===== src/rtl/pipelined_adder.sv =====
// Pipelined block adder: each stage adds one BLK_SIZE slice with operands skewed forward,
// followed by a result register that applies subtract/saturation flags and drives the outputs.
module pipelined_adder #(
   parameter int WIDTH    = 32,
   parameter int BLK_SIZE = 8
) (
   input  logic             clk,
   input  logic             rst,
   input  logic             in_valid,
   output logic             in_ready,
   input  logic [WIDTH-1:0] a,
   input  logic [WIDTH-1:0] b,
   input  logic             carry_in,
   input  logic             sub,
   input  logic             sat,
   output logic             out_valid,
   input  logic             out_ready,
   output logic [WIDTH-1:0] sum,
   output logic             carry_out,
   output logic             overflow
);
   localparam int NUM_STAGES = WIDTH / BLK_SIZE;
   localparam int LAST_LO    = (NUM_STAGES - 1) * BLK_SIZE;

   if (BLK_SIZE < 1 || WIDTH % BLK_SIZE != 0) begin : g_bad_params
      $error("pipelined_adder: WIDTH must be a nonzero multiple of BLK_SIZE");
   end

   // Valid/ready: a side transfers only on a clk edge where both valid and ready are high.
   // The whole pipe, bubbles included, advances in lockstep unless a result is held at the output.
   logic advance;
   assign advance  = !(out_valid && !out_ready);
   assign in_ready = advance;

   for (genvar k = 0; k < NUM_STAGES; k++) begin : g_stg
      localparam int LO = k * BLK_SIZE;
      logic              v_q;
      logic              sat_q;
      logic              c_q;   // carry into slice k
      logic [WIDTH-1:0]  x_q;   // finished sum bits below LO, operand A from LO upward
      logic [WIDTH-1:LO] y_q;   // effective operand B (already inverted for sub) from LO upward

      if (k == 0) begin : g_load
         always_ff @(posedge clk or posedge rst) begin
            if (rst) begin
               v_q   <= 1'b0;
               sat_q <= 1'b0;
               c_q   <= 1'b0;
               x_q   <= '0;
               y_q   <= '0;
            end else if (advance) begin
               v_q   <= in_valid;
               sat_q <= sat;
               c_q   <= sub | carry_in;
               x_q   <= a;
               y_q   <= sub ? ~b : b;
            end
         end
      end else begin : g_load
         localparam int PL = LO - BLK_SIZE;
         logic [BLK_SIZE:0] add;
         logic [WIDTH-1:0]  x_nxt;

         always_comb begin
            add = {1'b0, g_stg[k-1].x_q[PL +: BLK_SIZE]}
                + {1'b0, g_stg[k-1].y_q[PL +: BLK_SIZE]}
                + {{BLK_SIZE{1'b0}}, g_stg[k-1].c_q};
            x_nxt = g_stg[k-1].x_q;
            x_nxt[PL +: BLK_SIZE] = add[BLK_SIZE-1:0];
         end

         always_ff @(posedge clk or posedge rst) begin
            if (rst) begin
               v_q   <= 1'b0;
               sat_q <= 1'b0;
               c_q   <= 1'b0;
               x_q   <= '0;
               y_q   <= '0;
            end else if (advance) begin
               v_q   <= g_stg[k-1].v_q;
               sat_q <= g_stg[k-1].sat_q;
               c_q   <= add[BLK_SIZE];
               x_q   <= x_nxt;
               y_q   <= g_stg[k-1].y_q[WIDTH-1:LO];
            end
         end
      end
   end

   logic [BLK_SIZE:0] last_add;
   logic [WIDTH-1:0]  raw_sum;
   logic [WIDTH-1:0]  res_sum;
   logic              msb_cin;
   logic              ovf;

   always_comb begin
      last_add = {1'b0, g_stg[NUM_STAGES-1].x_q[LAST_LO +: BLK_SIZE]}
               + {1'b0, g_stg[NUM_STAGES-1].y_q[LAST_LO +: BLK_SIZE]}
               + {{BLK_SIZE{1'b0}}, g_stg[NUM_STAGES-1].c_q};
      raw_sum = g_stg[NUM_STAGES-1].x_q;
      raw_sum[LAST_LO +: BLK_SIZE] = last_add[BLK_SIZE-1:0];
      // Carry into the MSB is recovered from the MSB sum bit and its two operand bits.
      msb_cin = g_stg[NUM_STAGES-1].x_q[WIDTH-1] ^ g_stg[NUM_STAGES-1].y_q[WIDTH-1] ^ raw_sum[WIDTH-1];
      ovf     = msb_cin ^ last_add[BLK_SIZE];
      res_sum = raw_sum;
      if (g_stg[NUM_STAGES-1].sat_q && ovf) begin
         res_sum = g_stg[NUM_STAGES-1].y_q[WIDTH-1] ? {1'b1, {(WIDTH-1){1'b0}}}
                                                    : {1'b0, {(WIDTH-1){1'b1}}};
      end
   end

   // Result fields only load with a valid result, so they keep the last one through bubbles.
   always_ff @(posedge clk or posedge rst) begin
      if (rst) begin
         out_valid <= 1'b0;
         sum       <= '0;
         carry_out <= 1'b0;
         overflow  <= 1'b0;
      end else if (advance) begin
         out_valid <= g_stg[NUM_STAGES-1].v_q;
         if (g_stg[NUM_STAGES-1].v_q) begin
            sum       <= res_sum;
            carry_out <= last_add[BLK_SIZE];
            overflow  <= ovf;
         end
      end
   end

endmodule


===== config.mk =====
export PLATFORM = sky130hd
export DESIGN_NAME = pipelined_adder
export DESIGN_NICKNAME = d
export VERILOG_FILES = /design/src/rtl/pipelined_adder.sv
export SDC_FILE = /design/constraint.sdc
export NUM_CORES = 1
export LEC_CHECK = 0
export ABC_CLOCK_PERIOD_IN_PS = 10800
export BUFFER_PORTS_ARGS = -buffer_cell sky130_fd_sc_hd__buf_4
export CORE_MARGIN = 1
export CORE_UTILIZATION = 25
export DETAILED_ROUTE_END_ITERATION = 8
export SYNTH_ARGS = -nofsm -noshare
export SYNTH_HDL_FRONTEND = slang
export SYNTH_SLANG_ARGS = --single-unit

===== constraint.sdc =====
create_clock -name clk -period 10.8 [get_ports clk]
set_input_delay 1.08 -clock clk [delete_from_list [all_inputs] [get_ports clk]]
set_output_delay 1.08 -clock clk [all_outputs]
set_load 0.05 [all_outputs]

==> Word-level counts from Yosys, hierarchy flattened <==
Cells that the tools add are included.
{ "word_totals": {"register_bits": 255, "inputBits": 71} }
{ "op_classes": {"n_addsub": 8, "n_mux": 3, "bitwise_logic": 6, "n_reduce_logical": 5} }
{ "ops": {"columns": ["op", "n"], "rows": [
  ["$mux W32", 3],
  ["$add A8 B8 Y9", 4],
  ["$add A9 B1 Y9", 4],
  ["$not A32 Y32", 1],
  ["$xor A1 B1 Y1", 3],
  ["$logic_and A1 B1 Y1", 2],
  ["$logic_not A1 Y1", 2],
  ["$reduce_and A2 Y1", 1],
  ["$not A1 Y1", 1],
  ["$or A1 B1 Y1", 1]
]} }

==> Logic depth before layout (Yosys ltp) <==
{ "depth": {"depth_word": 6, "mapped_depth": 11} }

==> Least setup slack after synthesis <==
OpenSTA, ideal clock, no wires.
{ "synth_timing": {"kind": "in2out", "startpoint": "in out_ready", "endpoint": "out in_ready", "t_arrival_ns": 2.370, "required_ns": 9.720, "setup_slack_ns": 7.350, "path_stages": 5, "path_buffers": 3, "cell_sequence": "nor2b_1 inv_1 clkbuf_1 clkbuf_1 clkbuf_1"} }
{ "synth_between": {"elab_chain_cells": 3} }
{ "synth_lines": {"columns": ["element", "line", "source"], "rows": [
  ["start: declaration", "17", "input logic out_ready,"],
  ["$logic_not A1 Y1", "32", "assign advance = !(out_valid && !out_ready);"],
  ["$logic_and A1 B1 Y1", "32", null],
  ["$logic_not A1 Y1", "32", null],
  ["end: declaration", "10", "output logic in_ready,"]
]} }
Every way passes these cells.

==> Worst setup path after layout <==
{ "layout_timing": {"startpoint": "in out_ready", "endpoint": "reg sum[20]"} }
{ "layout_between": {"elab_chain_cells": 4} }
{ "layout_lines": {"columns": ["element", "line", "source"], "rows": [
  ["$logic_not A1 Y1", "32", null],
  ["$logic_and A1 B1 Y1", "32", null],
  ["$not A1 Y1 (no line)", null, null],
  ["$reduce_and A2 Y1 (no line)", null, null],
  ["end signal: assignment", "122", "sum <= res_sum;"],
  ["end: declaration", "18", "output logic [WIDTH-1:0] sum,"]
]} }
Every way passes these cells.
A chain may end at the register's enable or synchronous reset.

==> metrics.txt <==
run status=complete, no violations; Top delay family on crit path=simple AND/OR/NAND/NOR gates; largest net degree at the start of global routing=between 150 and 200; Final Max Slew Viols=0; Syn Nets=roughly 1,300; Post-synth EDFFs=0; slew margin rel.=0.231; CP bufs+invs=3; die height=213 um; Synth Cell Area=11,200 um2; routed vias/inst=4.10; Die Width=213 um; crit path time final=3.93 ns; CTS tree=built; I/O pin cnt=107; TritonCTS Buffers=25; multi-input logic area=4430 um2; clk buf depth=3; fin crit share=0.364; CP max-delay cell=and2_1; setup repair bufs after CTS=0; most common cell after layout, fill and taps aside=nand2_1; Reg area=6380 um2; P_leak=roughly 6.6 nW; Setup violations, final=0; Avg Synthesized Cell Area=just over 9 um2; initial antenna violation count=0; crit path kind=in -> reg; Syn. warnings=0; drt wl/cell=12.8 um; GRT Resource Usage Total=0.109; Rows=77; final worst slack=6.87 ns; fraction of registers with async set/reset=1.00; Placed Cells=1,852; Finished Cell Area=~13,000 um2; Iteration-0 DRC Markers=~420; Detailed Route WL=approximately 24 mm; DRC Markers=0; Post-Synthesis Cells=1,213; clk root buf=clkbuf_16; GPL Wtd Cong=0.766; TNS Setup=0 ns; largest fanout on the critical path=173; Crit path required time=around 11 ns; CP Data Arrival Time=4.30 ns; NumNets Final=1,394; RSZ-0062 raised after global routing=no; number of global-route vias before repair=approximately 7,800; Die Area=45,500 um2; final std cells w/o fill=1,898; utilization after layout=0.303; share of layout cells above drive strength 1=0.132; H-tree depth=1; Worst IR Drop VDD=184 uV; clk_lat worst skew=0.53 ns; drt first pass iters=4; Post-DP Area=12,500 um2; max_cap viols=0; post-synthesis sequential area ratio=0.571; Resized Gates After CTS=0; FMAX=between 0.2 and 0.3 GHz; Fin. Hold Viols=0; Worst-path clk slew=0.06 ns; CP Capture Type=register; Post-synth top flop=dfrtp_1; CTS Hold Bufs=0; commonest non-fill, non-tap cells in the layout=nand2_1, dfrtp_1, buf_4, o21ai_0, nor2_1; Syn-to-layout area delta=19.9%; global-route wire length before repair=40.3 mm; remaining antenna violation count=0; CTS sink cnt=~260; port bufs=around 110; GRT overflow=0; n_diodes=0; Final Skew=around 0.012 ns; filler cell count=approximately 4,700; cells along the critical path=buf_4 -> nor2b_4 -> buf_12 -> inv_6 -> and2_1 -> o21a_2 -> a21oi_1; PwrDens=approximately 320 nW/um2; Starting Density=0.253; #FFs+latches synth=255; Least-Margin Pin Slew=1.15 ns; Core ar.=between 40,000 and 50,000 um2; DR vias=7,783; Post-Place Setup Slack=approximately 6.4 ns; post-synth cell types=46; Hold Crit Class=reg -> reg; peak per-stage delay on the critical path=1.00 ns; hpwl dp=16.5 mm; Critical Path Source Type=input pin
logic make-up (layout without fill, tap and decap cells):
group | Yosys count | in the layout | synth area share
fa+ha+maj | 36 | 36 | 0.0457
mux | 1 | 1 | 0.00134
simple gates | 638 | 638 | 0.224
xor+xnor | 43 | 43 | 0.0337
buf+inv | 87 | 180 | 0.0322
flops | 255 | 255 | 0.571
compound gates | 153 | 153 | 0.0914
state kept, by name (all words and copies together) (netlist names):
register,flops
g_stg.x_q,128
g_stg.y_q,80
sum,32
g_stg.c_q,4
g_stg.sat_q,4
g_stg.v_q,4
carry_out,1
out_valid,1
overflow,1
worst reg2reg max path, delay by kind of cell, from the launching register on:
family          cells  cell delay [ns]
simple gates        2             1.19
compound gates      2             1.04
buf+inv             2             1.00
flops               1             0.41
cells in the mapped netlist (2+ instances only):
cell type    n  area [um2]
o211ai_1     2        15.0
a22o_1       2        17.5
a21oi_4     10         163
nor3b_1      3        22.5
buf_2        4        20.0
or3_1        3        18.8
nand3_1      6        30.0
nor2_1      52         195
a21boi_0     3        22.5
nor2b_1      4        25.0
o41a_1       2        22.5
clkbuf_1    54         203
nand2b_1     5        31.3
a211oi_1     2        15.0
a21o_1      10        75.1
xor2_1       6        52.6
nor3_1       6        30.0
nand4b_1     3        26.3
o21ai_0     57         285
or4b_2       3        30.0
buf_1        3        11.3
dfrtp_1    255        6380
o21a_1       7        52.6
nand2_1    548        2060
a31oi_1      3        18.8
a21oi_1     42         210
fa_1         8         160
and2_1       2        12.5
o31ai_1      5        37.5
ha_1        28         350
inv_1       23        86.3
nor4b_1      2        17.5
xnor2_1     37         324
worst paths after layout:
check / from / slack, ns / cells past startpoint / endpoint
min in group asynchronous: rst / 0.73 / 2 / sum[5]
worst max-delay path: out_ready / 6.87 / 7 / sum[20]
worst min register to register: g_stg[0].x_q[23] / 0.46 / 2 / g_stg[1].x_q[23]
max in group asynchronous: rst / 8.64 / 3 / g_stg[0].x_q[21]
worst min-delay path: g_stg[0].x_q[23] / 0.46 / 2 / g_stg[1].x_q[23]
worst max register to register: out_valid / 7.01 / 6 / sum[20]
area by class of cell:
cell class,count,area share
repair buffers,111,0.0632
clock buffers,34,0.0522
inverters,23,0.00738
clock inverters,12,0.0143
multi-input cells,871,0.331
well taps,592,0.0553
flip-flops and latches,255,0.477
report_power, final:
part           leakage (nW)  internal (mW)  total [mW]  switching [mW]
registers              3.05           1.38        1.64           0.251
logic                  3.07          0.640        1.73            1.09
clock network         0.438          0.574       0.939           0.365
layer usage:
metal  vias up  share of wire  global-route usage
li1       4008              -                   -
met1      3651           0.53               0.161
met2       104           0.41               0.160
met3        20          0.046              0.0233
met4         0          0.014              0.0300
met5         -              0                   0
stage by stage:
stage	hold WS, ns	total power, mW
finish	0.465	4.31
global route	0.484	4.67
CTS	0.464	4.38
detailed placement	0.455	3.42
global placement	0.451	3.37
floorplan	0.439	2.94
No activity file was read; power rests on OpenSTA's default activity.
